$ cat src/rtl/ps2_pkg.sv
// Shared constants for the PS/2 keyboard receiver: prefix bytes, codes the byte
// layer discards, and the frame FSM state encoding.
package ps2_pkg;

  localparam logic [7:0] PS2_EXT = 8'hE0;
  localparam logic [7:0] PS2_BRK = 8'hF0;

  // Controller responses (BAT pass, echo, ack, resend, errors), not key events.
  localparam int PS2_NUM_IGNORED = 6;
  localparam logic [7:0] PS2_IGNORED [PS2_NUM_IGNORED] =
    '{8'h00, 8'hAA, 8'hEE, 8'hFA, 8'hFE, 8'hFF};

  typedef enum logic [1:0] {
    ST_IDLE,
    ST_SHIFT,
    ST_PARITY,
    ST_STOP
  } frame_state_e;

  function automatic logic is_ignored(input logic [7:0] code);
    logic hit;
    hit = 1'b0;
    for (int i = 0; i < PS2_NUM_IGNORED; i++) begin
      if (code == PS2_IGNORED[i]) hit = 1'b1;
    end
    return hit;
  endfunction

endpackage

$ cat src/rtl/ps2_frame_rx.sv
// PS/2 device-to-host frame receiver: pin synchronisers, clock glitch filter,
// falling-edge strobe, 11-bit frame FSM with odd-parity/stop check and timeout.
//
//   state     | meaning
//   ----------+------------------------------------------------
//   ST_IDLE   | bus idle, waiting for a start bit (data=0)
//   ST_SHIFT  | receiving 8 data bits, LSB first
//   ST_PARITY | capturing the parity bit
//   ST_STOP   | checking stop bit and parity, then back to idle
module ps2_frame_rx #(
  parameter int FILTER_LEN     = 8,
  parameter int TIMEOUT_CYCLES = 50000
) (
  input  logic       clk,
  input  logic       rst_n,
  input  logic       ps2_clk,
  input  logic       ps2_data,
  output logic [7:0] rx_byte,
  output logic       byte_ok,
  output logic       err
);
  import ps2_pkg::*;

  localparam int FW = (FILTER_LEN > 2) ? $clog2(FILTER_LEN) : 1;
  localparam int TW = (TIMEOUT_CYCLES > 2) ? $clog2(TIMEOUT_CYCLES) : 1;

  logic          clk_s1, clk_s2, data_s1, data_s2;
  logic          clk_f;
  logic [FW-1:0] flt_cnt;
  logic          strobe;

  frame_state_e  state;
  logic [2:0]    bit_cnt;
  logic [7:0]    shift;
  logic          par;
  logic [TW-1:0] tmo_cnt;

  assign rx_byte = shift;

  always_ff @(posedge clk or negedge rst_n) begin
    if (!rst_n) begin
      clk_s1  <= 1'b1;
      clk_s2  <= 1'b1;
      data_s1 <= 1'b1;
      data_s2 <= 1'b1;
    end else begin
      clk_s1  <= ps2_clk;
      clk_s2  <= clk_s1;
      data_s1 <= ps2_data;
      data_s2 <= data_s1;
    end
  end

  // Filtered clock only follows the pin after FILTER_LEN consecutive differing samples.
  always_ff @(posedge clk or negedge rst_n) begin
    if (!rst_n) begin
      clk_f   <= 1'b1;
      flt_cnt <= '0;
      strobe  <= 1'b0;
    end else begin
      strobe <= 1'b0;
      if (clk_s2 == clk_f) begin
        flt_cnt <= '0;
      end else if (flt_cnt == FW'(FILTER_LEN - 1)) begin
        clk_f   <= clk_s2;
        flt_cnt <= '0;
        strobe  <= ~clk_s2;
      end else begin
        flt_cnt <= flt_cnt + FW'(1);
      end
    end
  end

  always_ff @(posedge clk or negedge rst_n) begin
    if (!rst_n) begin
      state   <= ST_IDLE;
      bit_cnt <= '0;
      shift   <= '0;
      par     <= 1'b0;
      tmo_cnt <= TW'(TIMEOUT_CYCLES - 1);
      byte_ok <= 1'b0;
      err     <= 1'b0;
    end else begin
      byte_ok <= 1'b0;
      err     <= 1'b0;
      if (strobe) begin
        tmo_cnt <= TW'(TIMEOUT_CYCLES - 1);
        case (state)
          ST_IDLE: begin
            if (!data_s2) begin
              state   <= ST_SHIFT;
              bit_cnt <= '0;
            end
          end
          ST_SHIFT: begin
            shift <= {data_s2, shift[7:1]};
            if (bit_cnt == 3'd7) state <= ST_PARITY;
            else bit_cnt <= bit_cnt + 3'd1;
          end
          ST_PARITY: begin
            par   <= data_s2;
            state <= ST_STOP;
          end
          ST_STOP: begin
            if (data_s2 && (^{shift, par})) byte_ok <= 1'b1;
            else err <= 1'b1;
            state <= ST_IDLE;
          end
          default: state <= ST_IDLE;
        endcase
      end else if (state != ST_IDLE) begin
        if (tmo_cnt == '0) begin
          state <= ST_IDLE;
          err   <= 1'b1;
        end else begin
          tmo_cnt <= tmo_cnt - TW'(1);
        end
      end
    end
  end

endmodule

$ cat src/rtl/ps2_kbd_rx.sv
// PS/2 keyboard receiver top: frame reception plus the prefix/byte layer that
// turns E0/F0 sequences into make/break events and tracks the held key.
module ps2_kbd_rx #(
  parameter int FILTER_LEN     = 8,
  parameter int TIMEOUT_CYCLES = 50000
) (
  input  logic       clk,
  input  logic       rst_n,
  input  logic       ps2_clk,
  input  logic       ps2_data,
  output logic [7:0] key_code,
  output logic       key_ext,
  output logic       key_valid,
  output logic       key_break,
  output logic       key_held,
  output logic       frame_err
);
  import ps2_pkg::*;

  logic [7:0] rx_byte;
  logic       byte_ok;
  logic       rx_err;
  logic       ext_flag;
  logic       brk_flag;

  ps2_frame_rx #(
    .FILTER_LEN    (FILTER_LEN),
    .TIMEOUT_CYCLES(TIMEOUT_CYCLES)
  ) u_frame (
    .clk     (clk),
    .rst_n   (rst_n),
    .ps2_clk (ps2_clk),
    .ps2_data(ps2_data),
    .rx_byte (rx_byte),
    .byte_ok (byte_ok),
    .err     (rx_err)
  );

  always_ff @(posedge clk or negedge rst_n) begin
    if (!rst_n) begin
      key_code  <= '0;
      key_ext   <= 1'b0;
      key_valid <= 1'b0;
      key_break <= 1'b0;
      key_held  <= 1'b0;
      frame_err <= 1'b0;
      ext_flag  <= 1'b0;
      brk_flag  <= 1'b0;
    end else begin
      key_valid <= 1'b0;
      key_break <= 1'b0;
      frame_err <= 1'b0;
      if (rx_err) begin
        frame_err <= 1'b1;
        ext_flag  <= 1'b0;
        brk_flag  <= 1'b0;
      end else if (byte_ok) begin
        if (rx_byte == PS2_EXT) begin
          ext_flag <= 1'b1;
        end else if (rx_byte == PS2_BRK) begin
          brk_flag <= 1'b1;
        end else begin
          ext_flag <= 1'b0;
          brk_flag <= 1'b0;
          if (!is_ignored(rx_byte)) begin
            key_code <= rx_byte;
            key_ext  <= ext_flag;
            if (brk_flag) begin
              key_break <= 1'b1;
              // Releasing some other key must not drop the held indication.
              if ({ext_flag, rx_byte} == {key_ext, key_code}) key_held <= 1'b0;
            end else begin
              key_valid <= 1'b1;
              key_held  <= 1'b1;
            end
          end
        end
      end
    end
  end

endmodule
$ cat config.mk
export PLATFORM = sky130hd
export DESIGN_NAME = ps2_kbd_rx
export DESIGN_NICKNAME = d
export VERILOG_FILES = /design/src/rtl/ps2_pkg.sv /design/src/rtl/ps2_frame_rx.sv /design/src/rtl/ps2_kbd_rx.sv
export SDC_FILE = /design/constraint.sdc
export NUM_CORES = 1
export LEC_CHECK = 0
export BUFFER_PORTS_ARGS = -buffer_cell sky130_fd_sc_hd__clkbuf_2
export CORE_MARGIN = 5
export CORE_UTILIZATION = 50
export CTS_CLUSTER_SIZE = 30
export DETAILED_ROUTE_END_ITERATION = 8
export GPL_TIMING_DRIVEN = 1
export HOLD_SLACK_MARGIN = 0.08
export PLACE_DENSITY_LB_ADDON = 0.15
export SYNTH_ARGS = -nofsm -noshare
export SYNTH_HDL_FRONTEND = slang
export SYNTH_SLANG_ARGS = --single-unit
$ cat constraint.sdc
create_clock -name clk -period 5.12 [get_ports clk]
set_input_delay 1.024 -clock clk [delete_from_list [all_inputs] [get_ports clk]]
set_output_delay 1.024 -clock clk [all_outputs]
set_load 0.02 [all_outputs]
* Word-level counts from Yosys, hierarchy flattened *
Cells that the tools add are included.

cells by class
  multiplexer cells = 57
  equality and inequality tests = 22
  reduce and logical (&&, ||, !) cells = 20
  bitwise logic cells = 6
  add/subtract/negate cells = 3

operators with widths
  kind                                                                      number
  8-bit == test (second input constant)                                     7
  16-bit 2-to-1 mux                                                         3
  1-bit 2-to-1 mux                                                          43
  16-bit logical NOT                                                        1
  16-bit by 1-bit subtractor with 16-bit output (second input constant)     1
  3-bit 2-to-1 mux                                                          4
  2-bit AND reduction                                                       6
  2-bit 2-to-1 mux                                                          5
  2-bit nonzero test                                                        5
  9-bit == test                                                             1
  9-bit parity                                                              1
  8-bit logical NOT                                                         1
  2-bit case mux with 4 select lines                                        1
  4-bit AND reduction                                                       2
  3-bit by 1-bit adder with 3-bit output (second input constant)            2
  3-bit == test (second input constant)                                     2
  2-bit by 1-bit inequality test with 1-bit output (second input constant)  3
  3-bit inequality test (second input constant)                             2
  1-bit NOT                                                                 6
  3-bit case mux with 2 select lines                                        1
  6-bit AND reduction                                                       1
  5-bit AND reduction                                                       1
  2-bit == test (second input constant)                                     2
  2-bit inequality test (second input constant)                             2
  5 further kinds                                                           5

storage, ports and cells
  register bits after elaboration = 56
  word-level logic and storage cells = 130
  input port bits = 4

* Longest topological paths before layout *
  depth after elaboration = 16
  depth in mapped cells = 8
  gate-level depth less buffers = 7

* By module *
A second synthesis with hierarchy kept.

unflattened totals
  cells, all modules = 242
  area total of the unflattened synthesis = 2792.7 µm²

by module, submodules not included
  module        sequential area each (µm²)  cells each  instances  area each (µm²)
  ps2_frame_rx  1043.5                      177         1          2008.2
  ps2_kbd_rx    375.4                       65          1          784.5

* Worst setup path after synthesis *
Ideal clock, no wire load.

  path kind = reg-to-reg
  from = register u_frame.tmo_cnt[0]
  to = register u_frame.tmo_cnt[8]
  cell stages (with the launch flop) = 9
  path slack = 3.000 ns
  data required time = 5.040 ns
  data arrival time = 2.041 ns
  library setup time = 0.080 ns
  buffers on the path = 1
  clock period less this slack = 2.120 ns
  cell sequence = dfstp_2 > inv_1 > ha_1 > or3b_1 > buf_6 > or4_4 > a2111oi_4 > xnor2_1 > nand2b_1

between the ends
  longest elaborated chain between the ends = 4
  elaborated cells on any way between the ends = 7

ends and longest elaborated chain
  element                                        RTL line             source
  from (decl)                                    ps2_frame_rx.sv:36   logic [TW-1:0] tmo_cnt;
  from (signal assigned)                         ps2_frame_rx.sv:80   tmo_cnt <= TW'(TIMEOUT_CYCLES - 1);
  from (signal assigned)                         ps2_frame_rx.sv:87   tmo_cnt <= TW'(TIMEOUT_CYCLES - 1);
  from (signal assigned)                         ps2_frame_rx.sv:116  tmo_cnt <= tmo_cnt - TW'(1);
  16-bit by 1-bit subtractor with 16-bit output  ps2_frame_rx.sv:116
  16-bit 2-to-1 mux                              ps2_frame_rx.sv:112  if (tmo_cnt == '0) begin
  16-bit 2-to-1 mux                              ps2_frame_rx.sv:111  end else if (state != ST_IDLE) begin
  16-bit 2-to-1 mux                              ps2_frame_rx.sv:86   if (strobe) begin

Parallel ways exist; a longest one is shown, timed or not. The select of a mux whose other input is x is not followed.
A chain may end at the register's enable or synchronous reset.

* Worst setup path after layout *
  from = register u_frame.shift[2], in the netlist u_frame.rx_byte[2]
  to = register key_code[5]

between the ends
  longest elaborated chain between the ends = 13
  elaborated cells on any way between the ends = 22

ends and longest elaborated chain
  element                          RTL line            source
  from (decl)                      ps2_frame_rx.sv:34  logic [7:0] shift;
  from (signal assigned)           ps2_frame_rx.sv:96  shift <= {data_s2, shift[7:1]};
  8-bit logical NOT                ps2_pkg.sv:24       if (code == PS2_IGNORED[i]) hit = 1'b1;
  1-bit 2-to-1 mux (6 in a row)    ps2_pkg.sv:24
  1-bit 2-to-1 mux                 ps2_kbd_rx.sv:60    end else if (rx_byte == PS2_BRK) begin
  1-bit 2-to-1 mux                 ps2_kbd_rx.sv:58    if (rx_byte == PS2_EXT) begin
  1-bit 2-to-1 mux                 ps2_kbd_rx.sv:57    end else if (byte_ok) begin
  1-bit 2-to-1 mux                 ps2_kbd_rx.sv:53    if (rx_err) begin
  1-bit NOT (no line)              --
  5-bit AND reduction (no line) *  --
  to (signal assigned)             ps2_kbd_rx.sv:66    key_code <= rx_byte;
  to (decl)                        ps2_kbd_rx.sv:11    output logic [7:0] key_code,

Mark *: on every way between the ends. The rest lies on a longest branch, timed or not. The select of a mux whose other input is x is not followed.

==> load_flow_metrics.sql <==
INSERT INTO impl_metrics (metric_group, metric, value, unit) VALUES
('synth', 'average_size_of_a_mapped_cell', '11.3', 'µm²'),
('sta', 'slew_headroom', '22.2', '%'),
('route', 'wl_per_cell', '14.2', 'µm'),
('grt', 'track_usage', '14.2', '%'),
('sta', 'max_freq', '425', 'MHz'),
('cts', 'clock_latency', '300', 'ps'),
('floorplanning', 'fp.dieW', '85.0', 'µm'),
('synth', 'postSynthNetCount', '261', ''),
('cts', 'post_cts_buffers', '0', ''),
('sta', 'worst_slew_pin_slew', '1160', 'ps'),
('route', 'route.vias.total', '1783', ''),
('route', 'drt_iter0_drc', '52', ''),
('setup_path', 'worstSetupStartpoint', 'u_frame.rx_byte[2]', ''),
('final_layout', 'layout-drive-gt1-share', '25.2', '%'),
('cts', 'clk_path_buf_depth', '2', ''),
('synth', 'ys_dominant_reg_cell', 'dfrtp_1', ''),
('floorplanning', 'die_y', '85.0', 'µm'),
('final_layout', 'num_antenna_cells', '0', ''),
('final_layout', 'area.sequential', '1420', 'µm²'),
('cts', 'clock_buffer_count_from_cts', '5', ''),
('cts', 'cts.hold.buffers_added', '0', ''),
('worst_hold_path', 'hold_path.startpoint', 'u_frame.clk_s1', ''),
('cts', 'clk_sink_count', '56', ''),
('run', 'timing.max_cap.violations', '0', ''),
('cts', 'h_tree_lvl_count', '2', ''),
('final_layout', 'finish.net_count', '270', ''),
('synth', 'number_of_enable_type_register_cells_in_the_synthesized_netlist', '0', ''),
('setup_path', 'critPathRequiredTime', '5300', 'ps'),
('setup_path', 'worst_r2r_startpoint', 'u_frame.rx_byte[2]', ''),
('synth', 'number_of_storage_elements_in_the_synthesis_netlist', '56', ''),
('grt', 'globalRouteOverflowTotal', '0', ''),
('placed_design', 'dp.final_hpwl', '3200', 'µm'),
('synth', 'yosysWarningCount', '0', ''),
('final_layout', 'synthToLayoutAreaGrowth', '6.99', '%'),
('setup_path', 'worst_setup_path_start_kind', 'flop', ''),
('route', 'routed_via_density', '5.40', ''),
('power_and_ir_drop', 'leakage', '0.00147', 'µW'),
('placed_design', 'post-place-cells', '322', ''),
('sta', 'slew_violations', '0', ''),
('setup_path', 'critical_path.max_fanout', '14', ''),
('cts', 'tritoncts', 'yes', ''),
('sta', 'hold_violations', '0', ''),
('grt', 'grt_antenna_before_repair', '0', ''),
('sta', 'finalWorstSetupSlack', '2770', 'ps'),
('grt', 'largest_net_degree_at_the_start_of_global_routing', '57', ''),
('grt', 'grt_first_pass_wirelength', '8430', 'µm'),
('final_layout', 'multi_input_area', '1280', 'µm²'),
('placed_design', 'dp_slack', '2790', 'ps'),
('setup_path', 'cp.arrival', '2540', 'ps'),
('sta', 'rsz0062_at_grt', 'no', ''),
('power_and_ir_drop', 'powerDensity', '268', 'nW/µm²'),
('final_layout', 'fillCellCount', '491', ''),
('floorplanning', 'initial_core_util', '51.3', '%'),
('floorplanning', 'io_pins', '17', ''),
('floorplanning', 'placeableCoreArea', '5470', 'µm²'),
('route', 'dr.pass1.iters', '4', ''),
('cts', 'cts_root_buffer', 'clkbuf_8', ''),
('route', 'drc_errors', '0', ''),
('setup_path', 'cp-end-kind', 'flop', ''),
('route', 'routed_wirelength', '4690', 'µm'),
('sta', 'hold_slack', '360', 'ps'),
('route', 'number_of_nets_with_antenna_violations_after_detailed_routing', '0', ''),
('synth', 'synth-seq-area-share', '50.5', '%'),
('synth', 'mappedNetlistArea', '2810', 'µm²'),
('worst_hold_path', 'min_path_type', 'reg2reg', ''),
('placed_design', 'numPortBuffers', '16', ''),
('grt', 'vias_in_the_first_global_route', '1793', ''),
('power_and_ir_drop', 'worst_vdd_ir', '0.184', 'mV'),
('setup_path', 'path_class', 'reg2reg', ''),
('cts', 'clkTransAtPathRegs', '100', 'ps'),
('run_status', 'run_status', 'complete, no violations', ''),
('synth', 'async_reset_ff_share', '100', '%'),
('final_layout', 'instances_no_fill', '330', ''),
('sta', 'timing.setup.tns', '0', 'ps'),
('floorplanning', 'overall_die_area', '7220', 'µm²'),
('sta', 'skew', '8.92', 'ps'),
('sta', 'fin_crit', '2350', 'ps'),
('placed_design', 'gpl.final_weighted_congestion', '0.793', ''),
('synth', 'post_synth_inst_count', '248', ''),
('sta', 'finalCritPeriodShare', '45.9', '%'),
('sta', 'timing.final.setup_violations', '0', ''),
('synth', 'synth.lib_cells_used.distinct', '48', ''),
('floorplanning', 'fp-row-count', '27', ''),
('cts', 'post_cts_resized', '0', '');
-- synthesized netlist by cell type (all sizes together) (2+ instances only) --
cell type	n	share of area, %
dfrtp	42	37
mux2	18	7.2
nor2	18	2.4
xnor2	17	5.3
dfstp	14	13
nand2	12	1.6
clkbuf	10	1.3
ha	9	4.0
inv	9	1.2
o21ai	9	1.6
a21oi	7	1.2
nor3	7	1.8
nor4	7	1.6
xor2	7	2.2
nand2b	6	1.3
a211oi	5	1.3
buf	5	1.3
nor2b	4	0.89
mux2i	3	1.1
nand3	3	0.53
or3b	3	0.94
or4	3	1.1
a211o	2	0.62
a21o	2	0.53
a22o	2	0.62
and3	2	0.45
nand4	2	0.45
nor3b	2	0.53
o31ai	2	0.53
o41ai	2	0.62
or3	2	0.49
-- critical path: stages, from the launching register on --
cell	delay (ps)
dfrtp_1	490
nor4_1	300
a211oi_1	80
o211ai_1	930
mux2_2	430
-- layout make-up --
cell class | instances | share of cell area [%]
timing repair buffer | 17 | 2.91
multi-input combinational | 168 | 42.7
tap | 72 | 3.00
inverter | 9 | 1.12
sequential | 56 | 47.2
clock inverter | 1 | 0.250
clock buffer | 7 | 2.87
-- path summary, 6_finish.rpt --
check	endpoint	slack [ps]	depth (start not counted)
worst max-delay path	key_code[5]	2770	4
worst min-delay path	u_frame.clk_s2	360	0
worst max register to register	key_code[5]	2770	4
worst min register to register	u_frame.clk_s2	360	0
max in group asynchronous	u_frame.strobe	3820	2
min in group asynchronous	key_code[0]	840	2
-- stage by stage --
stage / area [µm²] / total power (µW) / util (%)
floorplan: 2810 / 547 / -
global placement: 2910 / 564 / 53.2
detailed placement: 2910 / 565 / 53.2
CTS: 3010 / 819 / 54.9
global route: 3010 / 853 / 54.9
finish: 3010 / 804 / 54.9
-- cell families (layout without fill, tap and decap cells) --
kind of cell	after synthesis	count (layout)	synth area share, %
xor+xnor	25	25	8.28
simple gates	73	73	14.6
buf+inv	24	34	3.87
compound gates	40	40	10.5
fa+ha+maj	9	9	4.01
mux	21	21	8.28
flops	56	56	50.5
-- metal layers --
layer / wire [µm] / vias up / track usage (%)
met1: 2280 / 878 / 19.0
met4: 29 / 0 / 3.45
met5: 0 / - / 0
met2: 2260 / 17 / 23.2
met3: 123 / 2 / 3.40
li1: - / 886 / -
-- flip-flops by register name, summed over array words and instances (netlist names), 2 cells and up --
| register | flops |
|---|---|
| u_frame.tmo_cnt | 16 |
| key_code | 8 |
| u_frame.rx_byte | 8 |
| u_frame.bit_cnt | 3 |
| u_frame.flt_cnt | 3 |
| u_frame.state | 2 |
-- cells in the final DEF (no fill, tap or decap), types with 3 or more instances in the layout --
cell type / synthesis / layout
dfrtp_1: 42 / 42
clkbuf_8: 0 / 6
nand3_1: 3 / 3
nand2b_1: 6 / 6
nor2_1: 18 / 18
or3b_1: 3 / 3
xor2_1: 7 / 7
mux2i_1: 3 / 3
a21oi_1: 7 / 7
inv_1: 9 / 9
mux2_2: 18 / 18
o21ai_0: 9 / 9
nor4_1: 7 / 7
nor3_1: 5 / 5
dfstp_2: 14 / 14
a211oi_1: 5 / 5
nand2_1: 12 / 12
clkbuf_2: 0 / 16
ha_1: 9 / 9
xnor2_1: 17 / 17
nor2b_1: 4 / 4
-- power breakdown --
part / leakage (µW) / total (µW) / internal [µW] / switching, µW
Clock: 0.0000445 / 249 / 110 / 139
Sequential: 0.000730 / 477 / 466 / 11.1
Combinational: 0.000698 / 78.1 / 32.0 / 46.2
Power figures use the tool's default switching activity.
